File: src/rtl/board_move_collector_pkg.sv
// Shared definitions for the board-level move collection stage and the column units.
package board_move_collector_pkg;

  localparam int unsigned MOVE_W = 48;
  localparam int unsigned NCOL   = 8;
  localparam int unsigned FLD_W  = 6;
  localparam int unsigned NFLD   = MOVE_W / FLD_W;
  localparam int unsigned CNT_W  = 8;
  localparam int unsigned PTR_W  = $clog2(NCOL);

  typedef logic [MOVE_W-1:0] move_t;

  typedef enum logic [2:0] {
    IDLE,
    WAITCOL,
    ISSUE,
    CAPTURE,
    FLUSH
  } state_t;

  // A self-to-self move: every field repeats the lowest field.
  function automatic logic is_end_marker(input move_t w);
    logic m;
    m = 1'b1;
    for (int unsigned f = 1; f < NFLD; f++) begin
      if (w[f*FLD_W +: FLD_W] != w[FLD_W-1:0]) m = 1'b0;
    end
    return m;
  endfunction

endpackage

File: src/rtl/board_move_collector_out_reg.sv
// Single-entry valid/ready output register; can_load_c says a new word may enter next edge.
module move_out_reg
  import board_move_collector_pkg::*;
(
  input  logic  clk,
  input  logic  reset,
  input  logic  load,
  input  move_t load_data,
  input  logic  m_ready,
  output logic  m_valid,
  output move_t m_data,
  output logic  can_load_c
);

  assign can_load_c = !m_valid || m_ready;

  // Load wins over drain so a reload in the accept cycle keeps m_valid high.
  always_ff @(posedge clk) begin
    if (reset) begin
      m_valid <= 1'b0;
      m_data  <= '0;
    end else if (load) begin
      m_valid <= 1'b1;
      m_data  <= load_data;
    end else if (m_ready) begin
      m_valid <= 1'b0;
    end
  end

endmodule

File: src/rtl/board_move_collector.sv
// Drains the eight column FIFOs in order into one move stream and counts delivered moves.
module board_move_collector
  import board_move_collector_pkg::*;
(
  input  logic                    clk,
  input  logic                    reset,
  input  logic                    start,
  input  logic [NCOL-1:0]         col_done,
  output logic [NCOL-1:0]         col_rden,
  input  logic [NCOL*MOVE_W-1:0]  col_rdata,
  output logic                    m_valid,
  output logic [MOVE_W-1:0]       m_data,
  input  logic                    m_ready,
  output logic                    busy,
  output logic                    all_done,
  output logic [CNT_W-1:0]        move_count,
  output logic                    cnt_sat
);

  localparam logic [CNT_W-1:0] CNT_MAX = '1;

  state_t            state_q, state_d;
  logic [PTR_W-1:0]  ptr_q, ptr_d;
  logic              busy_d, all_done_d, cnt_sat_d;
  logic [CNT_W-1:0]  count_d;
  logic              can_load, load, transfer;
  move_t             col_word [NCOL];
  move_t             rd_word;

  for (genvar i = 0; i < NCOL; i++) begin : g_unpack
    assign col_word[i] = col_rdata[i*MOVE_W +: MOVE_W];
  end

  assign rd_word  = col_word[ptr_q];
  assign transfer = m_valid && m_ready;

  move_out_reg u_out (
    .clk        (clk),
    .reset      (reset),
    .load       (load),
    .load_data  (rd_word),
    .m_ready    (m_ready),
    .m_valid    (m_valid),
    .m_data     (m_data),
    .can_load_c (can_load)
  );

  // Next state, read strobe and counters.
  always_comb begin
    state_d    = state_q;
    ptr_d      = ptr_q;
    busy_d     = busy;
    all_done_d = all_done;
    count_d    = move_count;
    cnt_sat_d  = cnt_sat;
    col_rden   = '0;
    load       = 1'b0;

    if (transfer && (move_count != CNT_MAX)) begin
      count_d = move_count + CNT_W'(1);
      if (count_d == CNT_MAX) cnt_sat_d = 1'b1;
    end

    case (state_q)
      IDLE: begin
        if (start) begin
          count_d    = '0;
          cnt_sat_d  = 1'b0;
          all_done_d = 1'b0;
          ptr_d      = '0;
          busy_d     = 1'b1;
          state_d    = WAITCOL;
        end
      end
      WAITCOL: begin
        if (col_done[ptr_q]) state_d = ISSUE;
      end
      ISSUE: begin
        // Only read when the word can be stored next cycle; one read in flight at most.
        if (can_load) begin
          col_rden = NCOL'(1) << ptr_q;
          state_d  = CAPTURE;
        end
      end
      CAPTURE: begin
        if (is_end_marker(rd_word)) begin
          if (ptr_q == PTR_W'(NCOL-1)) begin
            state_d = FLUSH;
          end else begin
            ptr_d   = ptr_q + PTR_W'(1);
            state_d = WAITCOL;
          end
        end else begin
          load    = 1'b1;
          state_d = ISSUE;
        end
      end
      FLUSH: begin
        if (!m_valid) begin
          all_done_d = 1'b1;
          busy_d     = 1'b0;
          state_d    = IDLE;
        end
      end
      default: state_d = IDLE;
    endcase
  end

  always_ff @(posedge clk) begin
    if (reset) begin
      state_q    <= IDLE;
      ptr_q      <= '0;
      busy       <= 1'b0;
      all_done   <= 1'b0;
      move_count <= '0;
      cnt_sat    <= 1'b0;
    end else begin
      state_q    <= state_d;
      ptr_q      <= ptr_d;
      busy       <= busy_d;
      all_done   <= all_done_d;
      move_count <= count_d;
      cnt_sat    <= cnt_sat_d;
    end
  end

endmodule

File: config.mk
export PLATFORM = sky130hd
export DESIGN_NAME = board_move_collector
export DESIGN_NICKNAME = d
export VERILOG_FILES = /design/src/rtl/board_move_collector_pkg.sv /design/src/rtl/board_move_collector_out_reg.sv /design/src/rtl/board_move_collector.sv
export SDC_FILE = /design/constraint.sdc
export NUM_CORES = 1
export LEC_CHECK = 0
export BUFFER_PORTS_ARGS = -buffer_cell sky130_fd_sc_hd__buf_4
export CAP_MARGIN = 20
export CORE_AREA = 2 2 182 184
export CTS_BUF_LIST = sky130_fd_sc_hd__clkbuf_8
export DETAILED_ROUTE_END_ITERATION = 8
export DIE_AREA = 0 0 184 186
export HOLD_SLACK_MARGIN = 0.15
export SLEW_MARGIN = 10
export SYNTH_ARGS = -nofsm -noshare
export SYNTH_HDL_FRONTEND = slang
export SYNTH_SLANG_ARGS = --single-unit
File: constraint.sdc
create_clock -name clk -period 3.3 [get_ports clk]
set_clock_uncertainty 0.2 [all_clocks]
set_input_delay 0.99 -clock clk [delete_from_list [all_inputs] [get_ports clk]]
set_output_delay 0.99 -clock clk [all_outputs]
set_load 0.05 [all_outputs]
==> flow_metrics.py, run 1 <==
metrics = {
    "placed_design": {
        "dpl_cell_area_mm2": 0.01126,
        "hpwl_um": 30890,
        "gp_congestion": 0.7910,
        "portBuffers": 463,
        "pre_cts_slack_ps": -631.5,
    },
    "sta": {
        "slew_violations": 0,
        "fin_crit_sh": 1.053,
        "slew_headroom": 0.4654,
        "final_hold_viol_count": 0,
        "fmax_mhz": 287.8,
        "finalCriticalPeriod_ps": 3474,
        "grt_setup_unrepaired": "yes",
        "fin_setup_tns_ps": -6705,
        "setup_viol": 58,
        "fin_ws_ps": -174.4,
        "worstMarginPinSlew_ps": 800.2,
    },
    "final_layout": {
        "final_cell_mix": "buf_4, mux4_2, dfxtp_1",
        "final_nets": 1553,
        "area_growth_pct": 91.28,
        "final_common_cell": "buf_4",
        "drive_gt1_frac": 0.7175,
        "final_cell_area_mm2": 0.01213,
    },
    "pwr": {
        "peakVddDrop_uv": 208.1,
        "leakage_uw": 0.005412,
        "p_per_area_mw_per_mm2": 211.2,
    },
    "route": {
        "wl_per_cell_um": 23.34,
        "num_vias": 7382,
        "drt_iter0_drc": 326,
        "dr.pass1.iters": 4,
        "vias_per_cell": 4.717,
        "ant_nets": 0,
        "routed_wl_um": 36530,
        "drcViolationCount": 0,
    },
    "worst_setup_path": {
        "path_delay_family": "multiplexers",
        "cp.arrival_ps": 3520,
        "cp_max_fo": 14,
        "required_ps": 3340,
        "max_stage_delay_ps": 450,
        "crit_path_cell_trace": "buf_6, mux4_2, mux2i_1, buf_4, mux2i_2, o2111ai_2, nor4_4, and4_4, a21oi_4, clkbuf_16, mux2_4",
        "end_kind": "register",
        "reg2reg_slack_ps": -140,
        "crit_path_start_kind": "input port",
        "slowest_stage": "mux4_2",
        "critPathKind": "input port to register",
        "crit_buf_inv": 3,
    },
    "synth": {
        "ys_seq_elements": 66,
        "synth_area_per_cell_um2": 10.97,
        "synth_nets": 982,
        "synth-edff-count": 0,
        "yosysWarnings": 0,
        "ys.flop_type": "dfxtp_1",
        "syn_inst": 578,
        "ys_seq_area_frac": 0.2084,
        "netlist_area_mm2": 0.006340,
        "synth_cell_types": 59,
        "async_reset_ff_frac": 0,
    },
    "grt": {
        "met3_usage": 0.05107,
        "grt.busiest_layer": "met2",
        "grt_pass1_vias": 7386,
        "antenna_found_initial": 4,
        "grt_usage": 0.2015,
        "grt_use_met2": 0.3500,
        "overflow": 0,
        "grt_max_degree": 61,
        "use_met1": 0.2559,
        "grt_pass1_wl_um": 49890,
    },
    "die": {
        "rows": 66,
        "coreArea_mm2": 0.03221,
        "initial_core_util": 0.1969,
        "die_area_mm2": 0.03422,
        "fp.dieH_um": 186,
        "pin_count": 464,
        "die_x_um": 184,
    },
    "clock_tree": {
        "cts.sinks": 66,
        "clk_pin_slew_worst_paths_ps": 80,
        "cts_buffers": 9,
        "cts-root-buf": "clkbuf_8",
        "clk_latency_ps": 350,
        "cts_hold_buffers": 0,
        "ctsLongestPathBuffers": 2,
        "tritoncts": "done",
        "cts_max_level": 3,
    },
    "run": {
        "drv_cap": 0,
    },
    "status": {
        "violations": "setup timing",
        "outcome": "finished with violations",
    },
    "min_path": {
        "hold_path_class": "register to register",
    },
}
## routing by layer
metal	routed length (um)	vias up
met1	15020	3625
met5	16	-
met3	2642	19
met4	334	2
met2	18520	329
li1	-	3407
## registers in the layout (all words and copies together) (netlist names)
| name | count |
|---|---|
| all_done | 1 |
| busy | 1 |
| cnt_sat | 1 |
| move_count | 8 |
| ptr_q | 3 |
| state_q | 3 |
| u_out.m_data | 48 |
| u_out.m_valid | 1 |
## power by group
part           switching (uW)  internal [uW]  total, uW
clock network             351            426        777
registers                20.2            820        840
logic                     380            564        944
total                     751           1810       2560
## metrics by stage
stage               utilization  power [uW]  std cells  hold WS [ps]
finish                   0.3765        2561       1565         270.6
global route             0.3764        2675       1563         286.2
CTS                      0.3675        2557       1556         265.7
detailed placement       0.3495        1756       1526         249.1
global placement         0.3495        1747       1526         246.6
floorplan                     -        1190        578         355.2
## cell usage after synthesis, types with 4 or more instances
cell	number	area (um^2)
a211oi_1	29	217.7
a21oi_1	9	45.04
and3_1	9	56.30
and4_1	4	35.03
buf_2	16	80.08
buf_4	9	67.56
buf_6	5	56.30
clkbuf_1	16	60.06
dfxtp_1	66	1321
ha_1	8	100.1
inv_1	20	75.07
mux2_1	34	382.9
mux2_2	7	78.83
mux2i_1	36	360.4
mux4_2	98	2207
nand2_1	31	116.4
nand3_1	8	40.04
nand4_1	8	50.05
nor2_1	55	206.5
nor2b_1	37	231.5
nor3_1	7	35.03
nor4_1	4	25.02
o21ai_0	5	25.02
o22ai_1	5	31.28
xor2_1	4	35.03
## worst reg2reg max path, cell delays in order (launching register included)
cell and delay (ps):
dfxtp_4 460, buf_12 160, buf_16 140, mux4_2 510, mux2i_2 160, buf_4 160
and4_1 200, o221ai_2 140, nor4_4 260, and4_4 300, a21oi_4 110, clkbuf_16 240
mux2_4 310
## path summary, 6_finish.rpt
| kind | startpoint | endpoint | depth (start not counted) |
|---|---|---|---|
| setup / recovery | col_rdata[345] | u_out.m_data[34]$_SDFFE_PP0P_ | 11 |
| hold reg to reg | u_out.m_data[25]$_SDFFE_PP0P_ | u_out.m_data[25]$_SDFFE_PP0P_ | 2 |
| setup reg to reg | ptr_q[0]$_SDFFE_PP0P_ | u_out.m_data[34]$_SDFFE_PP0P_ | 12 |
| hold / removal | u_out.m_data[25]$_SDFFE_PP0P_ | u_out.m_data[25]$_SDFFE_PP0P_ | 2 |
## repair_timing
action                     in CTS  in global routing
cloned                          2                  3
setup endpoints to repair      60                 60
resized for setup              42                 50
buffers inserted               12                  4
pin swaps                       5                 17
## cell families (layout without fill, tap and decap cells)
| kind of cell | count (synthesis) | after routing | synth area share |
|---|---|---|---|
| AOI/OAI and AO/OA | 69 | 69 | 0.07993 |
| xor gates and xnor gates | 6 | 6 | 0.008289 |
| DFF | 66 | 66 | 0.2084 |
| other | 0 | 3 | 0 |
| adders and majority gates | 8 | 8 | 0.01579 |
| muxes | 177 | 177 | 0.4821 |
| buffers and inverters | 72 | 648 | 0.05921 |
| and+or+nand+nor | 180 | 180 | 0.1462 |
## area by class of cell
cell class	count	area, um^2
Multi-Input combinational cell	440	5054
Clock inverter	7	92.59
Sequential cell	66	1333
Tap cell	408	510.5
Antenna cell	3	7.507
Clock buffer	9	123.9
Fill cell	3267	20080
Timing Repair Buffer	609	4915
Inverter	23	91.34
(Power assumes the default switching activity.)
==> run 2: changes to the inputs <==
--- a/config.mk
+++ b/config.mk
@@ -12,6 +12,7 @@
 export DETAILED_ROUTE_END_ITERATION = 8
 export DIE_AREA = 0 0 184 186
 export HOLD_SLACK_MARGIN = 0.15
+export PLACE_DENSITY_LB_ADDON = 0.15
 export SLEW_MARGIN = 10
 export SYNTH_ARGS = -nofsm -noshare
 export SYNTH_HDL_FRONTEND = slang
==> flow_metrics.py, run 2 (synthesis results as in run 1) <==
metrics = {
    "status": {
        "outcome": "finished with violations",
        "violations": "setup timing",
    },
    "worst_setup_path": {
        "path_delay_family": "simple AND/OR/NAND/NOR gates",
        "cpMostUsedCell": "buf_4",
        "end_kind": "register",
        "crit_start": "col_rdata[240]",
        "cp_max_fo": 4,
        "cp.arrival_ps": 3570,
        "max_stage_delay_ps": 490,
        "crit_buf_inv": 3,
        "critPathKind": "input port to register",
        "required_ps": 3360,
        "crit_path_start_kind": "input port",
        "r2r-start": "ptr_q[0]$_SDFFE_PP0P_",
        "slowest_stage": "mux4_2",
        "crit_path_cell_trace": "buf_4, mux4_2, mux2i_4, buf_12, and4_1, o221ai_2, nor4_4, buf_4, nand4_4, or4_4, o311ai_4",
    },
    "placed_design": {
        "hpwl_um": 31060,
        "pre_cts_slack_ps": -719.5,
        "dpl_cell_area_mm2": 0.01127,
        "dp_cells": 1521,
        "portBuffers": 463,
        "gp_congestion": 0.7770,
    },
    "grt": {
        "grt_pass1_wl_um": 51110,
        "overflow": 0,
        "grt_max_degree": 58,
        "grt_usage": 0.2078,
        "antenna_found_initial": 4,
        "grt_pass1_vias": 7743,
    },
    "clock_tree": {
        "cts_max_level": 3,
        "tritoncts": "done",
        "cts.sinks": 66,
        "cts_buffers": 9,
        "cts-root-buf": "clkbuf_8",
        "clk_pin_slew_worst_paths_ps": 80,
        "cts_hold_buffers": 0,
        "ctsLongestPathBuffers": 2,
        "clk_latency_ps": 360,
    },
    "die": {
        "die_area_mm2": 0.03422,
        "initial_core_util": 0.1969,
        "rows": 66,
        "fp.dieH_um": 186,
        "die_x_um": 184,
        "coreArea_mm2": 0.03221,
        "pin_count": 464,
    },
    "sta": {
        "worstMarginPinSlew_ps": 810.2,
        "fin_crit_sh": 1.063,
        "grt_setup_unrepaired": "yes",
        "final_hold_viol_count": 0,
        "fmax_mhz": 285.0,
        "hold-worst-slack_ps": 265.3,
        "fin_ws_ps": -208.3,
        "finalCriticalPeriod_ps": 3508,
        "slew_headroom": 0.4587,
        "setup_viol": 54,
        "slew_violations": 0,
    },
    "route": {
        "num_vias": 7279,
        "wl_per_cell_um": 23.47,
        "drt_iter0_drc": 346,
        "drcViolationCount": 0,
        "vias_per_cell": 4.636,
        "routed_wl_um": 36850,
        "dr.pass1.iters": 4,
        "ant_nets": 0,
    },
    "run": {
        "drv_cap": 0,
    },
    "final_layout": {
        "final_common_cell": "buf_4",
        "post-route-util": 0.3775,
        "area_growth_pct": 91.79,
        "top_regs": "u_out.m_data x48, move_count x8",
        "largest_reg_flops": 48,
        "layoutNonFillerInstCount": 1570,
        "top_register": "u_out.m_data",
        "final_nets": 1559,
        "drive_gt1_frac": 0.7127,
        "final_cell_mix": "buf_4, mux4_2, dfxtp_1",
        "final_cell_area_mm2": 0.01216,
    },
    "min_path": {
        "hold_path_class": "register to register",
        "hp-start": "u_out.m_data[31]$_SDFFE_PP0P_",
    },
    "pwr": {
        "peakVddDrop_uv": 131.0,
        "leakage_uw": 0.005477,
        "p_per_area_mw_per_mm2": 206.4,
    },
}
[run 2: cell types whose count changed in the layout (fill, tap and decap cells not counted), moves of 5 or more]
cell / delta
buf_12: +5
mux2i_2: -6
buf_6: -8
mux2i_1: +7
buf_4: +9
[run 2: final timing paths]
| kind | end | slack [ps] | depth (start not counted) |
|---|---|---|---|
| worst max-delay path | ptr_q[2]$_SDFFE_PP0P_ | -210 | 11 |
| worst min-delay path | u_out.m_data[31]$_SDFFE_PP0P_ | 270 | 2 |
| worst max register to register | ptr_q[2]$_SDFFE_PP0P_ | -180 | 12 |
| worst min register to register | u_out.m_data[31]$_SDFFE_PP0P_ | 270 | 2 |
[run 2: metrics by stage]
step / total power (uW) / TNS [ps]
floorplan: 1190 / -9243
global placement: 1747 / -35380
detailed placement: 1753 / -34600
CTS: 2529 / -7882
global route: 2632 / -11770
finish: 2509 / -7485
[run 2: where the power goes]
part           leakage, uW  total, uW  internal (uW)  switching [uW]
sequential        0.000537        840            820            19.7
combinational      0.00484        941            563             378
clock            0.0000985        728            364             364
[run 2: routing by layer]
layer	track usage	part of all wire
met5	0	0
met4	0.04768	0.011
met3	0.04794	0.067
met2	0.3561	0.50
met1	0.2654	0.42
[run 2: final cells by class]
class	count	area (um^2)
timing repair buffer	615	5007
clock inverter	5	53.80
clock buffer	10	137.6
sequential	66	1333
fill	3305	20050
tap	408	510.5
antenna	3	7.507
inverter	23	91.34
multi-input combinational	440	5019
[run 2: worst min-delay path, stage by stage (launching register included)]
cell and delay [ps]:
dfxtp_1 320, inv_1 50, a211oi_1 50
[run 2: repair_timing]
item                       CTS  global route
pin swaps                   18            15
gates resized for setup     44            32
buffers inserted            16            11
cloned                       5             1
setup endpoints to repair   63            61
